## config.mk

```make
export PLATFORM = sky130hd
export DESIGN_NAME = muldiv_ctrl
export DESIGN_NICKNAME = d
export VERILOG_FILES = /design/src/rtl/muldiv_ctrl.sv
export SDC_FILE = /design/constraint.sdc
export NUM_CORES = 1
export LEC_CHECK = 0
export CORE_AREA = 2 2 167 169
export DETAILED_ROUTE_END_ITERATION = 16
export DIE_AREA = 0 0 169 171
export GPL_ROUTABILITY_DRIVEN = 0
export GPL_TIMING_DRIVEN = 1
export PLACE_DENSITY = 0.77
export SYNTH_ARGS = -nofsm -noshare
export SYNTH_HDL_FRONTEND = slang
export SYNTH_SLANG_ARGS = --single-unit
```

## constraint.sdc

```tcl
create_clock -name clk -period 7.6 [get_ports clk]
set_input_delay 2.28 -clock clk [delete_from_list [all_inputs] [get_ports clk]]
set_output_delay 2.28 -clock clk [all_outputs]
set_load 0.01 [all_outputs]
```

## src/rtl/muldiv_ctrl.sv

```systemverilog
// HI/LO sequencer: issues multiply/divide work to the shared units, stalls the
// front end until the result lands in HI/LO, and serves MTHI/MTLO/MFHI/MFLO.
module muldiv_ctrl #(
    parameter int WIDTH   = 32,
    parameter int MUL_LAT = 1
) (
    input  logic                 clk,
    input  logic                 rst,
    input  logic                 op_valid,
    input  logic [2:0]           op,
    input  logic [WIDTH-1:0]     rs_data,
    input  logic [WIDTH-1:0]     rt_data,
    output logic                 stall,
    output logic [WIDTH-1:0]     hi,
    output logic [WIDTH-1:0]     lo,
    output logic [WIDTH-1:0]     rd_data,
    output logic [WIDTH-1:0]     mul_a,
    output logic [WIDTH-1:0]     mul_b,
    output logic                 mul_signed,
    input  logic [2*WIDTH-1:0]   mul_z,
    output logic                 div_start,
    output logic                 div_signed,
    output logic [WIDTH-1:0]     div_dividend,
    output logic [WIDTH-1:0]     div_divisor,
    input  logic [WIDTH-1:0]     div_q,
    input  logic [WIDTH-1:0]     div_r,
    input  logic                 div_busy
);

    localparam logic [2:0] OP_MULT  = 3'b000;
    localparam logic [2:0] OP_MULTU = 3'b001;
    localparam logic [2:0] OP_DIV   = 3'b010;
    localparam logic [2:0] OP_DIVU  = 3'b011;
    localparam logic [2:0] OP_MTHI  = 3'b100;
    localparam logic [2:0] OP_MTLO  = 3'b101;
    localparam logic [2:0] OP_MFHI  = 3'b110;
    localparam logic [2:0] OP_MFLO  = 3'b111;

    localparam int CNT_W = $clog2(MUL_LAT + 1);

    typedef enum logic [2:0] {
        ST_IDLE      = 3'd0,
        ST_MUL_WAIT  = 3'd1,
        ST_DIV_START = 3'd2,
        ST_DIV_WAIT  = 3'd3,
        ST_DONE      = 3'd4
    } state_t;

    // The most negative value divided by -1 overflows; its result is fixed here.
    function automatic logic is_div_overflow(input logic [WIDTH-1:0] dividend,
                                             input logic [WIDTH-1:0] divisor);
        return (dividend == {1'b1, {(WIDTH-1){1'b0}}}) && (divisor == {WIDTH{1'b1}});
    endfunction

    state_t             state_r;
    state_t             state_next_s;
    logic [CNT_W-1:0]   cnt_r;
    logic [CNT_W-1:0]   cnt_next_s;
    logic               stall_s;
    logic               hi_we_s;
    logic               lo_we_s;
    logic [WIDTH-1:0]   hi_d_s;
    logic [WIDTH-1:0]   lo_d_s;
    logic               mul_latch_s;
    logic               div_latch_s;
    logic               div_start_next_s;
    logic               sign_clear_s;

    // Next-state, stall and HI/LO write decode.
    always_comb begin
        state_next_s     = state_r;
        cnt_next_s       = cnt_r;
        stall_s          = 1'b0;
        hi_we_s          = 1'b0;
        lo_we_s          = 1'b0;
        hi_d_s           = {WIDTH{1'b0}};
        lo_d_s           = {WIDTH{1'b0}};
        mul_latch_s      = 1'b0;
        div_latch_s      = 1'b0;
        div_start_next_s = 1'b0;
        sign_clear_s     = 1'b0;

        case (state_r)
            ST_IDLE: begin
                if (op_valid) begin
                    case (op)
                        OP_MULT, OP_MULTU: begin
                            stall_s      = 1'b1;
                            mul_latch_s  = 1'b1;
                            cnt_next_s   = CNT_W'(MUL_LAT);
                            state_next_s = ST_MUL_WAIT;
                        end
                        OP_DIV, OP_DIVU: begin
                            stall_s     = 1'b1;
                            div_latch_s = 1'b1;
                            if (rt_data == {WIDTH{1'b0}}) begin
                                hi_we_s      = 1'b1;
                                hi_d_s       = rs_data;
                                lo_we_s      = 1'b1;
                                lo_d_s       = {WIDTH{1'b1}};
                                state_next_s = ST_DONE;
                            end else if ((op == OP_DIV) && is_div_overflow(rs_data, rt_data)) begin
                                hi_we_s      = 1'b1;
                                hi_d_s       = {WIDTH{1'b0}};
                                lo_we_s      = 1'b1;
                                lo_d_s       = {1'b1, {(WIDTH-1){1'b0}}};
                                state_next_s = ST_DONE;
                            end else begin
                                div_start_next_s = 1'b1;
                                state_next_s     = ST_DIV_START;
                            end
                        end
                        OP_MTHI: begin
                            hi_we_s = 1'b1;
                            hi_d_s  = rs_data;
                        end
                        OP_MTLO: begin
                            lo_we_s = 1'b1;
                            lo_d_s  = rs_data;
                        end
                        OP_MFHI, OP_MFLO: begin
                            state_next_s = ST_IDLE;
                        end
                        default: begin
                            state_next_s = ST_IDLE;
                        end
                    endcase
                end else begin
                    state_next_s = ST_IDLE;
                end
            end
            ST_MUL_WAIT: begin
                stall_s = 1'b1;
                if (cnt_r == CNT_W'(1)) begin
                    hi_we_s      = 1'b1;
                    hi_d_s       = mul_z[2*WIDTH-1:WIDTH];
                    lo_we_s      = 1'b1;
                    lo_d_s       = mul_z[WIDTH-1:0];
                    state_next_s = ST_DONE;
                end else begin
                    cnt_next_s = cnt_r - CNT_W'(1);
                end
            end
            ST_DIV_START: begin
                stall_s      = 1'b1;
                state_next_s = ST_DIV_WAIT;
            end
            ST_DIV_WAIT: begin
                stall_s = 1'b1;
                if (!div_busy) begin
                    hi_we_s      = 1'b1;
                    hi_d_s       = div_r;
                    lo_we_s      = 1'b1;
                    lo_d_s       = div_q;
                    state_next_s = ST_DONE;
                end else begin
                    state_next_s = ST_DIV_WAIT;
                end
            end
            ST_DONE: begin
                // One unstalled cycle lets PC/IR move past the op so it is not re-issued.
                sign_clear_s = 1'b1;
                state_next_s = ST_IDLE;
            end
            default: begin
                state_next_s = ST_IDLE;
            end
        endcase
    end

    // Stall is held low while reset is asserted regardless of decode inputs.
    assign stall = stall_s & ~rst;

    // FSM state and multiply latency counter.
    always_ff @(posedge clk or posedge rst) begin
        if (rst) begin
            state_r <= ST_IDLE;
            cnt_r   <= {CNT_W{1'b0}};
        end else begin
            state_r <= state_next_s;
            cnt_r   <= cnt_next_s;
        end
    end

    // HI/LO architectural registers.
    always_ff @(posedge clk or posedge rst) begin
        if (rst) begin
            hi <= {WIDTH{1'b0}};
            lo <= {WIDTH{1'b0}};
        end else begin
            if (hi_we_s) begin
                hi <= hi_d_s;
            end
            if (lo_we_s) begin
                lo <= lo_d_s;
            end
        end
    end

    // Multiplier operand registers and signedness.
    always_ff @(posedge clk or posedge rst) begin
        if (rst) begin
            mul_a      <= {WIDTH{1'b0}};
            mul_b      <= {WIDTH{1'b0}};
            mul_signed <= 1'b0;
        end else if (mul_latch_s) begin
            mul_a      <= rs_data;
            mul_b      <= rt_data;
            mul_signed <= (op == OP_MULT);
        end else if (sign_clear_s) begin
            mul_signed <= 1'b0;
        end
    end

    // Divider operand registers, signedness and the single-cycle start pulse.
    always_ff @(posedge clk or posedge rst) begin
        if (rst) begin
            div_dividend <= {WIDTH{1'b0}};
            div_divisor  <= {WIDTH{1'b0}};
            div_signed   <= 1'b0;
            div_start    <= 1'b0;
        end else begin
            div_start <= div_start_next_s;
            if (div_latch_s) begin
                div_dividend <= rs_data;
                div_divisor  <= rt_data;
                div_signed   <= (op == OP_DIV);
            end else if (sign_clear_s) begin
                div_signed <= 1'b0;
            end
        end
    end

    // MFHI/MFLO read port.
    always_comb begin
        rd_data = {WIDTH{1'b0}};
        if (op_valid && (op == OP_MFHI)) begin
            rd_data = hi;
        end else if (op_valid && (op == OP_MFLO)) begin
            rd_data = lo;
        end else begin
            rd_data = {WIDTH{1'b0}};
        end
    end

endmodule

```

==> reports/qor.txt <==
maximum VDD drop -> 0.185 mV
Tcrit/Tclk final -> 89.2%
H-tree depth -> 4
ys async rst share -> 100%
vias in the first global route -> 8696
CTS tree -> done
Final Critical Period -> 6780 ps
setup_tns -> 0 ps
Final nets -> 1418
Die Span Y -> 171 um
drt pass-1 iters -> 6
Congestion Overflow GR -> 0
most frequent CP cell -> clkdlybuf4s50_1
Mapped Area -> 0.00883 sq mm
Critical Path Max Stage Delay -> 710 ps
status -> completed
largest net degree at the start of global routing -> 111
post-DP HPWL -> 26.0 mm
area of the multi-input gates -> 0.00362 sq mm
commonest non-fill, non-tap cell in the layout -> clkdlybuf4s50_1
max-cap violations -> 0
post-CTS resize count -> 0
Final Worst Setup Slack -> 819 ps
initial antenna violation count -> 0
DIE AREA -> 0.0289 sq mm
# fillers -> 2411
Crit path arrival time -> 4500 ps
via/cell ratio -> 5.51
Final ANT Viol Nets -> 0
post-CTS setup buffer count -> 0
starting density of the core -> 32.3%
Max Clk Rate -> 147 MHz
synthesized instance count -> 824
final setup fails -> 0
Seq. cell area -> 0.00498 sq mm
maximum clock skew at final layout -> 12.1 ps
via count -> 8696
Pleak -> 6.09 nW
hold_buf cts -> 0
CTS Buf Count -> 17
Max Slew Vio Count -> 0
Antenna diodes -> 0
pre-CTS setup slack -> 847 ps
Crit Path Max Fanout -> 32
Worst slew margin -> 25.7%
EDFF count, synth -> 0
Die Width -> 169 um
area post-placement -> 0.0135 sq mm
# IOs -> 427
Synth Flop Type -> dfrtp_1
clock root buffer -> clkbuf_16
CP Launch Type -> input pin
clock buffer depth -> 2
Worst-Skew Late Latency -> 430 ps
Syn Nets -> 1023
clock-pin slew on the worst setup and hold paths -> 80 ps
Initial DRC Count -> 845
Finished Layout Cells -> 1578
Worst-Margin Slew -> 1110 ps
Worst Hold Class -> reg2reg
Layout area overhead -> 59.6%
Core Rows -> 61
Core Box Area -> 0.0273 sq mm
DRC viols -> 0
synth unique cells -> 42
synthesis-stage register bit count -> 199
final WL -> 37.1 mm
Syn Area/Cell -> 10.7 sq um
crit path cell chain -> clkdlybuf4s50_1 -> inv_1 -> nor2_4 -> buf_4 -> a22o_1 -> clkdlybuf4s50_1
slowest CP cell -> clkdlybuf4s50_1
critical path required time -> 5320 ps
Critical Path End Type -> primary output
Final Hold Fails -> 0
placed insts -> 1546
highest-count cells in the layout ignoring fill and taps -> clkdlybuf4s50_1 (426), nand2_1 (228), dfrtp_1 (199), mux2_2 (64), a22oi_1 (37)
input/output buffers -> 426
post-synthesis sequential area ratio -> 56.4%
first-pass GRT wire length -> 53.9 mm
fin area -> 0.0141 sq mm
clk sinks -> 199
RSZ-0062 raised after global routing -> no
Pwr Density -> 378 mW/mm^2
GRT Util Overall -> 24.9%
DR WL/cell -> 23.5 um
layout cell share with drive strength beyond 1 -> 10.4%
Worst Path Class, Setup -> in2out
warnings from Yosys -> 0
-- flip-flops by register name (all words and copies together), names as in the netlist --
name / count
mul_b: 32
div_start: 1
div_signed: 1
div_divisor: 32
state_r: 3
div_dividend: 32
lo: 32
hi: 32
cnt_r: 1
mul_signed: 1
mul_a: 32
-- cell usage after synthesis, drive strengths merged, types with 5 or more instances --
cell	number	area share (%)
nor2	8	0.34
clkbuf	50	2.1
buf	13	0.78
a2bb2oi	6	0.88
dfrtp	199	56
a222oi	27	3.1
nor3	6	0.34
a21oi	14	0.79
nand2	229	9.7
nand4	7	0.50
nand3	9	0.65
o21ai	19	1.1
mux2	64	8.2
inv	19	0.81
a22o	32	3.2
a22oi	37	3.1
or4	5	0.47
nor4	26	1.9
a221o	30	3.4
o211ai	6	0.51
-- final timing paths --
check                                  from          endpoint  slack [ps]  cells past startpoint
max                                   op[0]       rd_data[13]         820                      6
min                        div_dividend[23]  div_dividend[23]         480                      2
max reg2reg                      state_r[2]            lo[25]        4290                      6
min reg2reg                div_dividend[23]  div_dividend[23]         480                      2
max in group asynchronous               rst   div_dividend[7]        4040                      3
min in group asynchronous               rst          mul_a[0]        2320                      2
-- kinds of logic (layout without fill, tap and decap cells) --
| logic type | Yosys count | after routing | synth area share [%] |
|---|---|---|---|
| simple gates | 302 | 302 | 15.2 |
| flops | 199 | 199 | 56.4 |
| mux | 65 | 65 | 8.28 |
| compound gates | 176 | 176 | 16.5 |
| buf+inv | 82 | 490 | 3.71 |
-- report_power, final --
| group | internal, W | switching [W] |
|---|---|---|
| clock | 0.000475 | 0.000466 |
| sequential | 0.00157 | 0.000377 |
| combinational | 0.00139 | 0.00105 |
| total | 0.00344 | 0.00189 |
-- metrics by stage --
stage	util (%)	power (W)	hold WS (ps)
2_1_floorplan	-	0.00288	450
3_3_place_gp	49.4	0.00434	458
3_5_place_dp	49.4	0.00440	461
4_1_cts	51.6	0.00536	482
5_1_grt	51.6	0.00561	498
6_report	51.6	0.00533	478
-- layer usage --
| layer | vias up | track usage [%] | share of wire (%) |
|---|---|---|---|
| met1 | 4382 | 31.5 | 40 |
| li1 | 3814 | - | - |
| met4 | 0 | 6.95 | 1.9 |
| met2 | 457 | 42.1 | 49 |
| met3 | 43 | 6.57 | 8.7 |
| met5 | - | 0 | 0 |
-- final cells by class --
type,count,area share [%]
timing repair buffer,439,31.0
multi-input combinational,543,25.7
clock inverter,14,1.26
clock buffer,18,3.05
tap,346,3.07
inverter,19,0.533
sequential,199,35.3
-- worst max-delay path, delay by kind of cell --
family / cells / cell delay, ps
buffers and inverters: 4 / 1840
AOI/OAI and AO/OA: 1 / 230
and+or+nand+nor: 1 / 120
Power figures use the tool's default switching activity.
